$ cat src/rtl/uart_rx_frame_pkg.sv
// ---------------------------------------------------------------------------
// uart_pkg
// Shared definitions for the UART receive framer.
//   rx_state_t     : receive FSM states
//   UART_DATA_BITS : default number of data bits per character
// ---------------------------------------------------------------------------
package uart_pkg;

    typedef enum logic [2:0] {
        IDLE,
        START,
        DATA,
        PARITY,
        STOP
    } rx_state_t;

    localparam int UART_DATA_BITS = 8;

endpackage

$ cat src/rtl/uart_rx_frame_if.sv
// ---------------------------------------------------------------------------
// uart_rx_frame_if
// Character delivery bus from the UART receive framer to the command layer.
//   rx_data    : last good character, held until the next good frame
//   rx_valid   : one-cycle pulse, rx_data has just been updated
//   frame_err  : one-cycle pulse, stop bit sampled low
//   parity_err : one-cycle pulse, parity mismatch (0 when parity is absent)
// Modports: master = framer (drives), slave = consumer.
// ---------------------------------------------------------------------------
interface uart_rx_frame_if
    import uart_pkg::*;
#(
    parameter int DATA_BITS = UART_DATA_BITS
);

    logic [DATA_BITS-1:0] rx_data;
    logic                 rx_valid;
    logic                 frame_err;
    logic                 parity_err;

    modport master (
        output rx_data,
        output rx_valid,
        output frame_err,
        output parity_err
    );

    modport slave (
        input rx_data,
        input rx_valid,
        input frame_err,
        input parity_err
    );

endinterface

$ cat src/rtl/uart_rx_frame_sync.sv
// ---------------------------------------------------------------------------
// rx_sync_edge
// Brings the asynchronous serial line into the clk domain through two flops,
// then keeps a third flop of history to find falling edges. All flops reset
// to 1 (idle line) so that leaving reset never looks like a start edge.
// Ports:
//   clk, rst : clock, asynchronous active-high reset
//   din      : raw asynchronous input
//   level    : synchronised line level
//   fall     : one-cycle pulse, synchronised level went 1 -> 0
// ---------------------------------------------------------------------------
module rx_sync_edge (
    input  logic clk,
    input  logic rst,
    input  logic din,
    output logic level,
    output logic fall
);

    logic sync_p0;
    logic sync_p1;
    logic prev_p2;

    always_ff @(posedge clk or posedge rst) begin
        if (rst) begin
            sync_p0 <= 1'b1;
            sync_p1 <= 1'b1;
            prev_p2 <= 1'b1;
        end else begin
            sync_p0 <= din;
            sync_p1 <= sync_p0;
            prev_p2 <= sync_p1;
        end
    end

    assign level = sync_p1;
    assign fall  = prev_p2 & ~sync_p1;

endmodule

$ cat src/rtl/uart_rx_frame.sv
// ---------------------------------------------------------------------------
// uart_rx_frame
// UART receive framer. Detects a start edge on rxd, enables the external baud
// tick generator (bps_start), samples start/data/(parity)/stop bits on the
// mid-bit tick clk_bps and reports each character on the delivery bus.
// Data bits arrive LSB first.
// Build option: define UART_RX_PARITY_EN to expect one even-parity bit after
// the data bits; otherwise parity_err is tied to 0.
// Ports:
//   clk, rst  : clock, asynchronous active-high reset
//   rxd       : raw serial line, idle high, asynchronous
//   clk_bps   : one-cycle mid-bit sample tick
//   bps_start : enables the tick generator while a frame is in progress
//   bus       : delivery bus (rx_data, rx_valid, frame_err, parity_err)
// ---------------------------------------------------------------------------
module uart_rx_frame
    import uart_pkg::*;
#(
    parameter int DATA_BITS = UART_DATA_BITS
) (
    input  logic                   clk,
    input  logic                   rst,
    input  logic                   rxd,
    input  logic                   clk_bps,
    output logic                   bps_start,
    uart_rx_frame_if.master        bus
);

    localparam int CNT_W = $clog2(DATA_BITS + 1);
    localparam logic [CNT_W-1:0] CNT_LAST = CNT_W'(DATA_BITS - 1);

    logic                 line_lvl;
    logic                 line_fall;

    rx_state_t            state;
    logic [CNT_W-1:0]     bit_cnt;
    logic [DATA_BITS-1:0] shreg;
    logic [DATA_BITS-1:0] data_q;
    logic                 valid_q;
    logic                 ferr_q;
    logic                 perr_q;
    logic                 par_bad;

    rx_sync_edge u_sync (
        .clk   (clk),
        .rst   (rst),
        .din   (rxd),
        .level (line_lvl),
        .fall  (line_fall)
    );

    always_ff @(posedge clk or posedge rst) begin
        if (rst) begin
            state     <= IDLE;
            bps_start <= 1'b0;
            bit_cnt   <= '0;
            shreg     <= '0;
            data_q    <= '0;
            valid_q   <= 1'b0;
            ferr_q    <= 1'b0;
            perr_q    <= 1'b0;
`ifdef UART_RX_PARITY_EN
            par_bad   <= 1'b0;
`endif
        end else begin
            // Status outputs are single-cycle pulses.
            valid_q <= 1'b0;
            ferr_q  <= 1'b0;
            perr_q  <= 1'b0;
            case (state)
                IDLE: begin
                    // Ticks are ignored here; only a fresh falling edge starts
                    // a frame, so a stuck-low line cannot re-trigger.
                    if (line_fall) begin
                        state     <= START;
                        bps_start <= 1'b1;
                    end
                end
                START: begin
                    if (clk_bps) begin
                        if (!line_lvl) begin
                            state   <= DATA;
                            bit_cnt <= '0;
                        end else begin
                            // Line already high at mid start bit: a glitch.
                            state     <= IDLE;
                            bps_start <= 1'b0;
                        end
                    end
                end
                DATA: begin
                    if (clk_bps) begin
                        shreg   <= {line_lvl, shreg[DATA_BITS-1:1]};
                        bit_cnt <= bit_cnt + 1'b1;
                        if (bit_cnt == CNT_LAST) begin
`ifdef UART_RX_PARITY_EN
                            state <= PARITY;
`else
                            state <= STOP;
`endif
                        end
                    end
                end
`ifdef UART_RX_PARITY_EN
                PARITY: begin
                    if (clk_bps) begin
                        // Even parity: data bits plus parity bit XOR to 0.
                        par_bad <= ^{line_lvl, shreg};
                        state   <= STOP;
                    end
                end
`endif
                STOP: begin
                    if (clk_bps) begin
                        state     <= IDLE;
                        bps_start <= 1'b0;
                        if (line_lvl && !par_bad) begin
                            data_q  <= shreg;
                            valid_q <= 1'b1;
                        end
                        ferr_q <= ~line_lvl;
                        perr_q <= par_bad;
                    end
                end
                default: begin
                    state     <= IDLE;
                    bps_start <= 1'b0;
                end
            endcase
        end
    end

`ifndef UART_RX_PARITY_EN
    assign par_bad = 1'b0;
`endif

    assign bus.rx_data    = data_q;
    assign bus.rx_valid   = valid_q;
    assign bus.frame_err  = ferr_q;
    assign bus.parity_err = perr_q;

endmodule

$ cat src/flat_wrapper.sv
// flat-port wrapper written by rule: the top's interface ports become plain ports
module uart_rx_frame_flat import uart_pkg::*;
#(
    parameter int DATA_BITS = UART_DATA_BITS
)
  (clk, rst, rxd, clk_bps, bps_start, bus_rx_data, bus_rx_valid, bus_frame_err, bus_parity_err);
  uart_rx_frame_if #(.DATA_BITS(DATA_BITS)) bus_i ();
  input  logic clk;
  input  logic rst;
  input  logic rxd;
  input  logic clk_bps;
  output logic bps_start;
  output wire logic [$bits(bus_i.rx_data)-1:0] bus_rx_data;
  output wire logic [$bits(bus_i.rx_valid)-1:0] bus_rx_valid;
  output wire logic [$bits(bus_i.frame_err)-1:0] bus_frame_err;
  output wire logic [$bits(bus_i.parity_err)-1:0] bus_parity_err;
  assign bus_rx_data = bus_i.rx_data;
  assign bus_rx_valid = bus_i.rx_valid;
  assign bus_frame_err = bus_i.frame_err;
  assign bus_parity_err = bus_i.parity_err;
  uart_rx_frame #(.DATA_BITS(DATA_BITS)) u_core (.clk(clk), .rst(rst), .rxd(rxd), .clk_bps(clk_bps), .bps_start(bps_start), .bus(bus_i));
endmodule
$ cat config.mk
export PLATFORM = sky130hd
export DESIGN_NAME = uart_rx_frame_flat
export DESIGN_NICKNAME = d
export VERILOG_FILES = /design/src/rtl/uart_rx_frame_pkg.sv /design/src/rtl/uart_rx_frame_if.sv /design/src/rtl/uart_rx_frame_sync.sv /design/src/rtl/uart_rx_frame.sv /design/src/flat_wrapper.sv
export SDC_FILE = /design/constraint.sdc
export NUM_CORES = 1
export LEC_CHECK = 0
export CAP_MARGIN = 25
export CORE_ASPECT_RATIO = 0.9
export CORE_MARGIN = 5
export CORE_UTILIZATION = 30
export DETAILED_ROUTE_END_ITERATION = 6
export PLACE_DENSITY_LB_ADDON = 0.12
export SKIP_LAST_GASP = 1
export SYNTH_ARGS = -nofsm -noshare
export SYNTH_HDL_FRONTEND = slang
export SYNTH_SLANG_ARGS = --single-unit
export TNS_END_PERCENT = 10
$ cat constraint.sdc
create_clock -name clk -period 1.9 [get_ports clk]
set_clock_uncertainty 0.05 [all_clocks]
set_input_delay 0.38 -clock clk [delete_from_list [all_inputs] [get_ports clk]]
set_output_delay 0.38 -clock clk [all_outputs]
set_load 0.01 [all_outputs]
# Word-level counts from Yosys, hierarchy flattened
# Cells that the tools add are included.
totals:
  word_cells: 53
  reg_bits: 29
classes:
  reduce_logical: 7
  n_mux: 21
  n_eq_ne: 11
  bitwise: 3
  n_addsub: 1
ops:
  columns: ["cell", "n"]
  rows:
  - ["3-bit two-way mux", 5]
  - ["4-bit two-way mux", 3]
  - ["3-bit one-hot mux with 4 select lines", 1]
  - ["2-bit != test, second input constant", 5]
  - ["5-bit AND reduction", 2]
  - ["1-bit two-way mux", 9]
  - ["4-bit one-hot mux with 2 select lines", 1]
  - ["4-bit by 1-bit adder with 4-bit output, second input constant", 1]
  - ["4-bit by 3-bit equality test with 1-bit output, second input constant", 1]
  - ["2-bit by 1-bit != test with 1-bit output, second input constant", 2]
  - ["1-bit one-hot mux with 4 select lines", 1]
  - ["4-bit AND reduction", 1]
  - ["3-bit by 1-bit equality test with 1-bit output, second input constant", 1]
  - ["3-bit by 2-bit equality test with 1-bit output, second input constant", 1]
  - ["3-bit equality test, second input constant", 1]
  - ["3-bit logical NOT", 1]
  - ["3-bit AND reduction", 1]
  - ["2-bit two-way mux", 1]
  - ["1-bit inverter", 2]
  - ["2-bit AND reduction", 1]
  - ["2-bit nonzero test", 1]
  - ["1-bit bitwise AND", 1]

# Depth between registers and ports, before layout
logic_depth:
  ltp_word: 4
  ltp_mapped: 5
  mapped_depth_nobuf: 4

# Modules after synthesis
# A second synthesis with hierarchy kept.
hier_totals:
  hier_cells: 89
  area_unflattened_um2: 1258.7
by_module_without_submodules:
  columns: ["mod", "cells_each", "seq_area_each_um2", "instances", "area_per_inst_um2"]
  rows:
  - ["uart_rx_frame", 84, 650.6, 1, 1162.4]
  - ["rx_sync_edge", 5, 78.8, 1, 96.3]

# Worst setup path after synthesis
# OpenSTA, ideal clock, no wires.
synth_path:
  path_type: "input -> register"
  from: "in clk_bps"
  to: "reg u_core.data_q[0], in the netlist u_core.bus.rx_data[0]"
  setup_slack_ns: 0.441
  required_ns: 1.725
  t_arrival_ns: 1.284
  n_path_buf: 2
  path_stages: 5
  cell_sequence: "buf_2 > nand3b_1 > nor3b_2 > buf_4 > mux2_2"
synth_between:
  elab_chain_len: 1
synth_lines:
  columns: ["element", "line", "rtl"]
  rows:
  - ["from (decl)", "flat_wrapper.sv:11", "input logic clk_bps;"]
  - ["3-bit AND reduction (no line)", null, null]
  - ["to (signal assigned)", "uart_rx_frame.sv:118", "data_q <= shreg;"]
  - ["to (decl)", "uart_rx_frame.sv:38", "logic [DATA_BITS-1:0] data_q;"]
# No other way between the ends.
# A chain may end at the register's enable or synchronous reset.

# Worst setup path after layout
layout_path:
  from: "reg u_core.bps_start"
  to: "out bps_start"
layout_rtl:
  columns: ["element", "line", "rtl"]
  rows:
  - ["from (decl)", "uart_rx_frame.sv:25", "output logic bps_start,"]
  - ["from (signal assigned)", "uart_rx_frame.sv:55", "bps_start <= 1'b0;"]
  - ["from (signal assigned)", "uart_rx_frame.sv:76", "bps_start <= 1'b1;"]
  - ["from (signal assigned)", "uart_rx_frame.sv:87", "bps_start <= 1'b0;"]
  - ["to (decl)", "flat_wrapper.sv:12", "output logic bps_start;"]
# No word-level cell between the ends.

==> impl_results.md <==
- Status: finished clean
- #FFs+latches synth: 29
- Fraction of the mapped netlist area in simple logic gates: between 10% and 20%
- Finished Cell Area: around 1500 um^2
- Crit path cell chain: clkdlybuf4s50_1
- Critical Path AT: 1.21 ns
- CP bufs+invs: 1
- Skew-Pair Late Insertion Delay: about 0.27 ns
- Final net count: approximately 120
- End of the worst register-to-register path: u_core.bus.rx_data[6]
- Number of hold buffers added after cts: 0
- Clock power frac: 29.3%
- Asr flop ratio synth: 100%
- Distinct cell type count after synthesis: 30
- Unrepaired setup endpoints after global routing: no
- Top-area cell type share of the netlist area: between 50% and 60%
- RR Startpoint: u_core.state[0]
- Commonest non-fill, non-tap cell in the layout: dfrtp_1
- Sequential fraction of the synthesis area: between 60% and 70%
- Post-route ant nets: 0
- Synth Area per Inst: about 13 um^2
- Worst Slack Setup Final: 0.257 ns
- CTS H-Tree Depth: 2
- Final hold vios: 0
- Clock transition at path regs: approximately 0.060 ns
- Internal power: 1.22 mW
- CTS tree: built
- Max Slew Vio Count: 0
- Post-synthesis adder-cell area fraction: under 10%
- Area growth from synthesis to layout: 22.5%
- Die W: just under 80 um
- Cell area after synthesis: 1210 um^2
- Worst path required time: approximately 1.5 ns
- GR Overflow Total: 0
- Total track usage: slightly below 9%
- N_diodes: 0
- Tcrit/Tclk final: 86.4%
- Maximum VDD drop: about 0.44 mV
- Iter 0 DRT Violations: around 80
- PortBufs: 14
- Buffer levels on the longest clock path: 2
- Post-synthesis xor/xnor area fraction: 0%
- Placed Instances: roughly 150
- Crit start category: flip-flop
- Crit path max fanout: 4
- Number of synthesized flops with an enable pin: 0
- TritonCTS buffer count: 5
- Total core area: around 4000 um^2
- Reg2Reg Depth: 4
- Routed vias/inst: between 4 and 5
- Syn Nets: 96
- Top post-synthesis cells by area: dfrtp_1 54%, mux2_2 15%, dfstp_2 6.5%
- Critical-path top delay cell: clkdlybuf4s50_1
- Starting Density: 30.4%
- CP endpoint kind: primary output
- Hold Crit Start: u_core.u_sync.sync_p0
- Post-synthesis mux area share: ~15%
- Final wirelength: approximately 2.1 mm
- Number of gates resized after CTS: 0
- Endpoints failing setup: 0
- Synth warn: 0
- Setup Buffers After CTS: 0
- Via count: 750
- Routed len/inst: 13.3 um
- Filler instances: roughly 380
- Placed cell area: roughly 1400 um^2
- Max cap viols: 0
- Psw: 0.472 mW
- Flop pwr share: about 52%
- Pwr dens: roughly 1100 nW/um^2
- Hold Crit Depth: 0
- I/O pins: 16
- Most frequent cells in the layout: 26 x dfrtp_1, 16 x mux2_2, 14 x clkdlybuf4s50_1
- Delay-heaviest family, CP: buffers and inverters
- Vias in the first global route: around 770
- CTS root buffer: clkbuf_8
- Drt first pass iters: 6
- Detailed placer's ending HPWL: approximately 1.4 mm
- Cells after Synth: ~90
- Crit path time final: ~1.6 ns
- Switching Share: ~28%
- Max stage delay on crit path: between 0.5 and 0.6 ns
- First-pass GRT wire length: 3.64 mm
- Hold Path Class: reg2reg
- Cell leakage power: 0.670 nW
- Main synth FF type: dfrtp_1
- Placement Setup Slack: -0.0131 ns
- Largest net degree at the start of global routing: 30
- Rows: 22
- Hold EP: u_core.u_sync.level
- Die Y: about 70 um
- Peak Freq: just over 600 MHz
- Compound-gate portion of the synthesized area: 7.63%
- Total power: between 1.5 and 2 mW
- Antenna violations before repair: 0
- FF-to-FF setup slack: 0.35 ns
- Finished Layout Cells: around 160
- Comb pwr share: 19.2%
- Setup CP Type: reg2out
- Gpl congestion: between 0.7 and 0.8
- Clk sinks: 29
- DRC viols: 0
- Layout cell share with drive strength beyond 1: between 20% and 30%
- Die ar.: roughly 5400 um^2
- Largest family of logic cells by synthesized area: multiplexers
- Area leader, netlist: dfrtp_1
[worst max-delay path by stage]
stage / startpoint / slack [ns] / depth (start not counted) / to
after floorplan: clk_bps / 0.44 / 5 / u_core.bus.rx_data[0]
after global placement: clk_bps / -0.0001 / 5 / u_core.bus.rx_data[6]
after detailed placement: clk_bps / -0.01 / 5 / u_core.bus.rx_data[6]
after CTS: u_core.bps_start / 0.24 / 1 / bps_start
after global routing: clk_bps / 0.17 / 5 / u_core.bus.rx_data[6]
final: u_core.bps_start / 0.26 / 1 / bps_start
[kinds of logic (layout without fill, tap and decap cells)]
logic type	count (synthesis)	count (layout)
flip-flops	29	29
buffers and inverters	9	29
other	1	1
AO/OA/AOI/OAI	14	14
multiplexers	16	16
adder cells (fa/ha/maj)	1	1
AND/OR/NAND/NOR	21	21
[cells in the mapped netlist, drive strengths merged (3+ instances only)]
| cell | count |
|---|---|
| inv | 3 |
| nand2 | 3 |
| dfstp | 3 |
| nor3 | 3 |
| mux2 | 16 |
| a21oi | 5 |
| nor3b | 3 |
| nor2 | 5 |
| a31oi | 3 |
| dfrtp | 26 |
| buf | 6 |
[stage by stage]
step,hold slack (ns),utilization [%],setup TNS [ns]
after floorplan,0.295,-,0
after CTS,0.310,37.2,0
final,0.308,37.2,0
after global routing,0.312,37.2,0
after detailed placement,0.302,35.1,-0.0606
after global placement,0.297,35.1,-0.000125
[power groups by stage]
stage	sequential [mW]	combinational, mW	clock (mW)
floorplan	0.832	0.293	0
global placement	0.882	0.322	0
detailed placement	0.880	0.328	0
CTS	0.870	0.331	0.518
global route	0.889	0.372	0.549
finish	0.870	0.325	0.495
[worst reg2reg max path, delay by kind of cell (launching register included)]
family | cells | cell delay [ns]
buffers and inverters | 1 | 0.20
AND/OR/NAND/NOR | 2 | 0.39
flip-flops | 1 | 0.45
multiplexers | 1 | 0.35
[area by class of cell]
| cell class | instances | area [um^2] | share of cell area [%] |
|---|---|---|---|
| Tap cell | 48 | 60.1 | 4.04 |
| Timing Repair Buffer | 19 | 178 | 12.0 |
| Sequential cell | 29 | 729 | 49.1 |
| Clock buffer | 7 | 86.3 | 5.81 |
| Multi-Input combinational cell | 53 | 422 | 28.4 |
| Inverter | 3 | 11.3 | 0.758 |
[routing by layer]
metal	vias to the layer above	GRT usage, %	routed length (um)
met2	23	12.5	966
li1	357	-	-
met5	-	0	0
met1	366	10.6	969
met4	0	6.30	35
met3	4	3.74	148
[registers in the layout (all words and copies together) (netlist names)]
register / flops
u_core.u_sync.prev_p2: 1
u_core.bus.rx_data: 8
u_core.u_sync.sync_p0: 1
u_core.u_sync.level: 1
u_core.bus.frame_err: 1
u_core.shreg: 8
u_core.bit_cnt: 4
u_core.bus.rx_valid: 1
u_core.state: 3
u_core.bps_start: 1
No activity file was read; power rests on OpenSTA's default activity.
